**config.mk**
```make
export PLATFORM = sky130hd
export DESIGN_NAME = seq_ripple_subtractor_flat
export DESIGN_NICKNAME = d
export VERILOG_FILES = /design/src/rtl/seq_sub_pkg.sv /design/src/rtl/seq_ripple_subtractor_if.sv /design/src/rtl/seq_ripple_subtractor_fs.sv /design/src/rtl/seq_ripple_subtractor.sv /design/src/flat_wrapper.sv
export SDC_FILE = /design/constraint.sdc
export NUM_CORES = 1
export LEC_CHECK = 0
export ABC_AREA = 1
export BUFFER_PORTS_ARGS = -buffer_cell sky130_fd_sc_hd__buf_2
export CAP_MARGIN = 20
export CORE_MARGIN = 1
export CORE_UTILIZATION = 35
export DETAILED_ROUTE_END_ITERATION = 10
export HOLD_SLACK_MARGIN = 0.02
export PLACE_DENSITY_LB_ADDON = 0.08
export SETUP_SLACK_MARGIN = 0.2
export SLEW_MARGIN = 20
export SYNTH_ARGS = -nofsm -noshare
export SYNTH_HDL_FRONTEND = slang
export SYNTH_HIERARCHICAL = 1
export SYNTH_SLANG_ARGS = --single-unit
```
**constraint.sdc**
```tcl
create_clock -name clk -period 1.45 [get_ports clk]
set_input_delay 0.2175 -clock clk [delete_from_list [all_inputs] [get_ports clk]]
set_output_delay 0.2175 -clock clk [all_outputs]
set_load 0.05 [all_outputs]
```
**src/rtl/seq_sub_pkg.sv**
```systemverilog
// Shared definitions for the bit-serial subtractor: FSM state type and
// the default operand width.
package seq_sub_pkg;

    typedef enum logic [1:0] {
        IDLE = 2'd0,
        RUN  = 2'd1,
        DONE = 2'd2
    } state_t;

    localparam int DEFAULT_N = 8;

endpackage

```
**src/rtl/seq_ripple_subtractor_if.sv**
```systemverilog
// Operand / result handshake bundle for seq_ripple_subtractor.
// slave is the subtractor side, master is the producer/consumer side.
interface seq_ripple_subtractor_if
    import seq_sub_pkg::*;
#(
    parameter int N = DEFAULT_N
) ();

    logic         in_valid;
    logic         in_ready;
    logic [N-1:0] a;
    logic [N-1:0] b;
    logic         bin;
    logic         out_valid;
    logic         out_ready;
    logic [N-1:0] diff;
    logic         borrow;

    modport slave (
        input  in_valid, a, b, bin, out_ready,
        output in_ready, out_valid, diff, borrow
    );

    modport master (
        output in_valid, a, b, bin, out_ready,
        input  in_ready, out_valid, diff, borrow
    );

endinterface

```
**src/rtl/seq_ripple_subtractor_fs.sv**
```systemverilog
// Single-bit full subtractor cell: computes A - B - Bin.
module full_subtractor (
    input  logic A,
    input  logic B,
    input  logic Bin,
    output logic Diff,
    output logic Bout
);

    assign Diff = A ^ B ^ Bin;
    assign Bout = (~A & B) | (~(A ^ B) & Bin);

endmodule

```
**src/rtl/seq_ripple_subtractor.sv**
```systemverilog
// Bit-serial unsigned subtractor. One operand pair per input handshake,
// one difference bit per clock (LSB first), result held until the
// consumer takes it.
module seq_ripple_subtractor
    import seq_sub_pkg::*;
#(
    parameter int N = DEFAULT_N
) (
    input  logic                   clk,
    input  logic                   rst_n,
    seq_ripple_subtractor_if.slave bus
);

    // Counter must be able to hold N itself; RUN spends one extra cycle
    // with cnt == N to hand over to DONE, so it never wraps.
    localparam int            CW       = $clog2(N + 1);
    localparam logic [CW-1:0] CNT_LAST = CW'(N);

    state_t        state_q, state_d;
    logic [CW-1:0] cnt_q, cnt_d;
    logic [N-1:0]  a_sh_q, a_sh_d;
    logic [N-1:0]  b_sh_q, b_sh_d;
    logic [N-1:0]  diff_q, diff_d;
    logic          borrow_q, borrow_d;
    logic          fs_diff;
    logic          fs_bout;

    full_subtractor u_fs (
        .A    (a_sh_q[0]),
        .B    (b_sh_q[0]),
        .Bin  (borrow_q),
        .Diff (fs_diff),
        .Bout (fs_bout)
    );

    assign bus.in_ready  = (state_q == IDLE);
    assign bus.out_valid = (state_q == DONE);
    assign bus.diff      = diff_q;
    assign bus.borrow    = borrow_q;

    // Next-state logic: load in IDLE, one subtract step per RUN cycle,
    // hold everything in DONE until the consumer accepts.
    always_comb begin
        state_d  = state_q;
        cnt_d    = cnt_q;
        a_sh_d   = a_sh_q;
        b_sh_d   = b_sh_q;
        diff_d   = diff_q;
        borrow_d = borrow_q;
        case (state_q)
            IDLE: begin
                if (bus.in_valid) begin
                    a_sh_d   = bus.a;
                    b_sh_d   = bus.b;
                    borrow_d = bus.bin;
                    cnt_d    = '0;
                    state_d  = RUN;
                end
            end
            RUN: begin
                if (cnt_q == CNT_LAST) begin
                    state_d = DONE;
                end else begin
                    a_sh_d   = a_sh_q >> 1;
                    b_sh_d   = b_sh_q >> 1;
                    // New bit enters at the MSB; after N steps the LSB
                    // computed first has reached bit 0.
                    diff_d   = (diff_q >> 1) | (N'(fs_diff) << (N - 1));
                    borrow_d = fs_bout;
                    cnt_d    = cnt_q + 1'b1;
                end
            end
            DONE: begin
                if (bus.out_ready) begin
                    state_d = IDLE;
                end
            end
            default: state_d = IDLE;
        endcase
    end

    // State registers with asynchronous active-low reset.
    always_ff @(posedge clk or negedge rst_n) begin
        if (!rst_n) begin
            state_q  <= IDLE;
            cnt_q    <= '0;
            a_sh_q   <= '0;
            b_sh_q   <= '0;
            diff_q   <= '0;
            borrow_q <= 1'b0;
        end else begin
            state_q  <= state_d;
            cnt_q    <= cnt_d;
            a_sh_q   <= a_sh_d;
            b_sh_q   <= b_sh_d;
            diff_q   <= diff_d;
            borrow_q <= borrow_d;
        end
    end

endmodule

```
**src/flat_wrapper.sv**
```systemverilog
// flat-port wrapper written by rule: the top's interface ports become plain ports
module seq_ripple_subtractor_flat import seq_sub_pkg::*;
#(
    parameter int N = DEFAULT_N
)
  (clk, rst_n, bus_in_valid, bus_a, bus_b, bus_bin, bus_out_ready, bus_in_ready, bus_out_valid, bus_diff, bus_borrow);
  seq_ripple_subtractor_if #(.N(N)) bus_i ();
  input  logic clk;
  input  logic rst_n;
  input wire logic [$bits(bus_i.in_valid)-1:0] bus_in_valid;
  input wire logic [$bits(bus_i.a)-1:0] bus_a;
  input wire logic [$bits(bus_i.b)-1:0] bus_b;
  input wire logic [$bits(bus_i.bin)-1:0] bus_bin;
  input wire logic [$bits(bus_i.out_ready)-1:0] bus_out_ready;
  output wire logic [$bits(bus_i.in_ready)-1:0] bus_in_ready;
  output wire logic [$bits(bus_i.out_valid)-1:0] bus_out_valid;
  output wire logic [$bits(bus_i.diff)-1:0] bus_diff;
  output wire logic [$bits(bus_i.borrow)-1:0] bus_borrow;
  assign bus_i.in_valid = bus_in_valid;
  assign bus_i.a = bus_a;
  assign bus_i.b = bus_b;
  assign bus_i.bin = bus_bin;
  assign bus_i.out_ready = bus_out_ready;
  assign bus_in_ready = bus_i.in_ready;
  assign bus_out_valid = bus_i.out_valid;
  assign bus_diff = bus_i.diff;
  assign bus_borrow = bus_i.borrow;
  seq_ripple_subtractor #(.N(N)) u_core (.clk(clk), .rst_n(rst_n), .bus(bus_i));
endmodule
```
# Word level (Yosys, flattened, before mapping)
# Cells that the tools add are included.
# W data, S select, Z words.
word_totals:
  wordCells: 44
  register_bits: 31
  output_inout_bits: 11
  in_bits: 21
op_classes:
  reduce_logical: 5
  muxes: 16
  bitwise: 9
  eq_ne: 7
  n_addsub: 1
op_table:
  columns: ["cell", "n"]
  rows:
  - ["$mux W8", 4]
  - ["$pmux W8 S2", 2]
  - ["$mux W4", 2]
  - ["$or A7 B8 Y8", 1]
  - ["$pmux W4 S2", 1]
  - ["$mux W2", 3]
  - ["$ne A2 B2 Y1 const B", 3]
  - ["$pmux W2 S3", 1]
  - ["$reduce_and A3 Y1", 2]
  - ["$add A4 B1 Y4 const B", 1]
  - ["$eq A4 B4 Y1 const B", 1]
  - ["$not A1 Y1", 3]
  - ["$and A1 B1 Y1", 2]
  - ["$eq A2 B1 Y1 const B", 1]
  - ["$eq A2 B2 Y1 const B", 1]
  - ["$logic_not A2 Y1", 1]
  - ["$mux W1", 2]
  - ["$ne A2 B1 Y1 const B", 1]
  - ["$pmux W1 S2", 1]
  - ["$reduce_and A2 Y1", 1]
  - ["$reduce_bool A2 Y1", 1]
  - ["$xor A1 B1 Y1", 2]
  - ["$or A1 B1 Y1", 1]

# Longest topological paths before layout
depth:
  ltp_word: 6
  mapped_depth: 8
  depth_no_buf: 7

# Hierarchy
# The synthesis kept the hierarchy.
by_module_without_submodules:
  columns: ["mod", "cells_each", "area_per_inst_um2", "seq_area_each_um2", "instances"]
  rows:
  - ["seq_ripple_subtractor", 197, 1512.7, 775.7, 1]
  - ["full_subtractor", 4, 31.3, 0.0, 1]

# Worst setup path before layout
# OpenSTA, ideal clock, no wires.
synth_path:
  path_kind: "register to register"
  startpoint: "register u_core.state_q[0]"
  endpoint: "register u_core.a_sh_q[0]"
  stages_incl_launch_ff: 6
  arrival_ps: 1718
  period_less_slack_ps: 1835
  path_buffers: 1
  setup_ps: 117
  setup_slack_ps: -385
  path_cell_list: "dfrtp_1 nor2_1 nand2_1 buf_2 nand3_1 nand2_1"
synth_via:
  elab_chain_cells: 3
  elab_cells_between_ends: 7
  classes_between: "eq/ne (3); mux (1); reduce/logical (3)"
synth_rtl:
  columns: ["item", "line_no", "rtl"]
  rows:
  - ["start, declared", "seq_ripple_subtractor.sv:19", "state_t state_q, state_d;"]
  - ["start signal, assigned", "seq_ripple_subtractor.sv:92", "state_q <= state_d;"]
  - ["$logic_not A2 Y1 *", null, null]
  - ["named net bus_in_ready", "flat_wrapper.sv:15", "output wire logic [$bits(bus_i.in_ready)-1:0] bus_in_ready;"]
  - ["$ne A2 B2 Y1 (no source line) or $reduce_bool A2 Y1 (tied branches)", null, null]
  - ["$reduce_and A3 Y1 (no source line)", null, null]
  - ["end signal, assigned", "seq_ripple_subtractor.sv:94", "a_sh_q <= a_sh_d;"]
  - ["end, declared", "seq_ripple_subtractor.sv:21", "logic [N-1:0] a_sh_q, a_sh_d;"]
# The timed path passes the listed nets; every way through them passes the cells marked *.
# A chain may end at the register's enable or synchronous reset.

# Worst setup path in the final report
layout_path:
  startpoint: "register u_core.state_q[1]"
  endpoint: "output port bus_in_ready"
layout_via:
  elab_chain_cells: 1
layout_rtl:
  columns: ["item", "line_no", "rtl"]
  rows:
  - ["$logic_not A2 Y1", "seq_ripple_subtractor.sv:36", "assign bus.in_ready = (state_q == IDLE);"]
  - ["end, declared", "flat_wrapper.sv:15", null]
# No other way between the ends.

==> results.toml <==
[status]
status = "finished, final reports clean"

[sta]
hold_violations = 0
slew_violations = 0
slew_headroom_pct = 74.1
tightest_slew_ns = 0.388
max_freq_mhz = 773
fin_crit_ns = 1.29
setup_viol = 0
finalClockSkew_ns = 0.00569
setup_tns_ns = 0
finalCritPeriodShare_pct = 89.2
rsz0062_at_grt = "yes"

[synth]
synth_xor_xnor_area_share_pct = 0.567
yosys.area_share.simple_pct = 38.5
synth_seq_cells = 31
synth_cells = 201
yosys_warnings = 6
synth_compound_area_share_pct = 0.405
synth_top_family_by_area = "simple AND/OR/NAND/NOR gates"
synth_nets = 225
synth_cell_types = 17
synth_top_area_share_pct = 50.2
synthTopCellsByArea = "dfrtp_1, nand2_1, nand3_1"
netlist_area_um2 = 1540
synth-seq-area-share_pct = 50.2
synthMuxAreaShare_pct = 0
syn-mean-instance-area_um2 = 7.68
synthAdderAreaFrac_pct = 2.92
yosysTopAreaCell = "dfrtp_1"

[setup_path]
crit_path_start_kind = "flip-flop"
reg2reg_slack_ns = 0.18
critPathKind = "flip-flop to output pin"
r2r_end = "u_core/b_sh_q[2]$_DFFE_PN0P_"
crit_fanout = 3
endpoint_kind = "output pin"
reg2reg_depth = 5
worstReg2RegStart = "u_core/state_q[1]$_DFFE_PN0P_"
arrival_ns = 1.08
cp.required_ns = 1.23

[drt]
wl_per_cell_um = 12.1
drt_pass1_iterations = 4
vias = 1334
drt_iter0_drc = 78
totalWireLength_um = 3580
vias_per_cell = 4.52
postRouteAntennaNets = 0
drc = 0

[clock_tree]
cts.sinks = 31
cts_tree = "done"
clock_latency_ns = 0.28
cts_buffers = 5
clockRootBuffer = "clkbuf_8"
cts-htree-levels = 2
cts_max_path_buffers = 2
clk_pin_slew_ns = 0.06

[cells_and_area]
mostFrequentLayoutCells = "nand2_1, buf_2, dfrtp_1"
utilization_pct = 50.6
antenna_cells = 0
stdcell_area_um2 = 2080
layout-drive-gt1-share_pct = 32.2
syn_to_final_growth_pct = 34.9
finalNetCount = 269
n_fill_cell = 432
final_common_cell = "nand2_1"

[grt]
track_usage_pct = 17.9
gr-total-overflow = 0
antenna_found_initial = 0
grt_pass1_wl_um = 5730
grt_max_degree = 17
grt_pass1_vias = 1170

[die]
core_region_area_um2 = 4120
die_x_um = 68.4
fp.dieH_um = 68.4
num_rows = 23
initial_core_util_pct = 37.5
io_pins = 32
die_area_um2 = 4680

[place]
placed_cell_area_um2 = 1860
portBuffers = 31
place_hpwl_um = 2450
gp_congestion = 0.761

[worst_hold_path]
hold_class = "primary input to flip-flop"
hold-path-cell-count = 2
min_from = "bus_out_ready"
holdPathEnd = "u_core/state_q[1]$_DFFE_PN0P_"

[pwr]
p_leak_nw = 1.16
power_density_nw_per_um2 = 2430
power_w = 0.00505
vdd_drop_max_uv = 758

[flow_run]
maxCapViolations = 0
## worst max path at each step
stage | start | cells past startpoint | slack, ns | endpoint
2_1_floorplan | u_core/state_q[1]$_DFFE_PN0P_ | 5 | 0.17 | u_core/a_sh_q[0]$_DFFE_PN0P_
3_3_place_gp | u_core/cnt_q[0]$_DFFE_PN0P_ | 7 | 0.14 | u_core/a_sh_q[5]$_DFFE_PN0P_
3_5_place_dp | u_core/cnt_q[0]$_DFFE_PN0P_ | 7 | 0.12 | u_core/b_sh_q[4]$_DFFE_PN0P_
4_1_cts | u_core/state_q[0]$_DFFE_PN0P_ | 2 | 0.15 | bus_in_ready
5_1_grt | u_core/state_q[1]$_DFFE_PN0P_ | 2 | 0.13 | bus_in_ready
6_report | u_core/state_q[1]$_DFFE_PN0P_ | 2 | 0.16 | bus_in_ready
## flip-flops by register name, summed over array words and instances (netlist names)
signal and flops:
u_core/a_sh_q 8, u_core/b_sh_q 8, u_core/bus.diff 8, u_core/cnt_q 4
u_core/state_q 2, u_core/bus.borrow 1
## layout make-up
cell class / instances / area (um2) / area share (%)
Inverter: 12 / 47.5 / 2.28
Sequential cell: 31 / 779 / 37.4
Clock buffer: 7 / 76.3 / 3.66
Timing Repair Buffer: 45 / 334 / 16.0
Multi-Input combinational cell: 150 / 783 / 37.6
Tap cell: 50 / 62.6 / 3.00
## where the power goes
group / total [W] / switching [W] / leakage [nW] / internal, W
Clock: 0.000639 / 0.000309 / 0.0383 / 0.000330
Sequential: 0.00154 / 0.000286 / 0.391 / 0.00125
Combinational: 0.00288 / 0.00183 / 0.730 / 0.00105
## kinds of logic (layout without fill, tap and decap cells)
family                   Yosys count  count (layout)
buffers and inverters             21              64
flip-flops                        31              31
AO/OA/AOI/OAI                      1               1
adder cells (fa/ha/maj)            3               3
XOR/XNOR                           1               1
AND/OR/NAND/NOR                  144             145
## worst max-delay path, stage by stage, from the launching register on
cell,delay [ns]
dfrtp_2,0.45
nor2_4,0.18
buf_8,0.16
## routing by layer
metal / global-route usage (%) / share of wire, % / vias up
met5: 0 / 0 / -
met4: 10.9 / 2.3 / 0
met3: 5.17 / 4.4 / 5
met2: 24.1 / 41 / 28
met1: 24.8 / 52 / 596
li1: - / - / 705
## synth_stat cells
library cell,number
ha_1,2
nor2_1,2
nand4_1,1
dfrtp_1,31
fa_1,1
nand2_1,115
buf_6,3
buf_4,2
nand3_1,21
buf_2,4
inv_1,11
nor2_4,1
xor2_1,1
nand2_2,2
inv_2,1
nand3_2,2
o22ai_1,1
## through the flow
step / instances / worst slack, ns / hold slack, ns
global placement: 283 / 0.144 / 0.167
floorplan: 201 / 0.165 / -0.0781
global route: 295 / 0.125 / 0.115
CTS: 294 / 0.151 / 0.123
finish: 295 / 0.157 / 0.132
detailed placement: 283 / 0.118 / 0.171
## repair_timing
item / CTS / global route
resized for setup: 14 / 13
buffers inserted: 3 / 0
hold endpoints to repair: 15 / 0
hold buffers: 1 / 0
setup endpoints to repair: 30 / 31
gates cloned: 0 / 1
pin swaps: 2 / 3
Power figures use the tool's default switching activity.
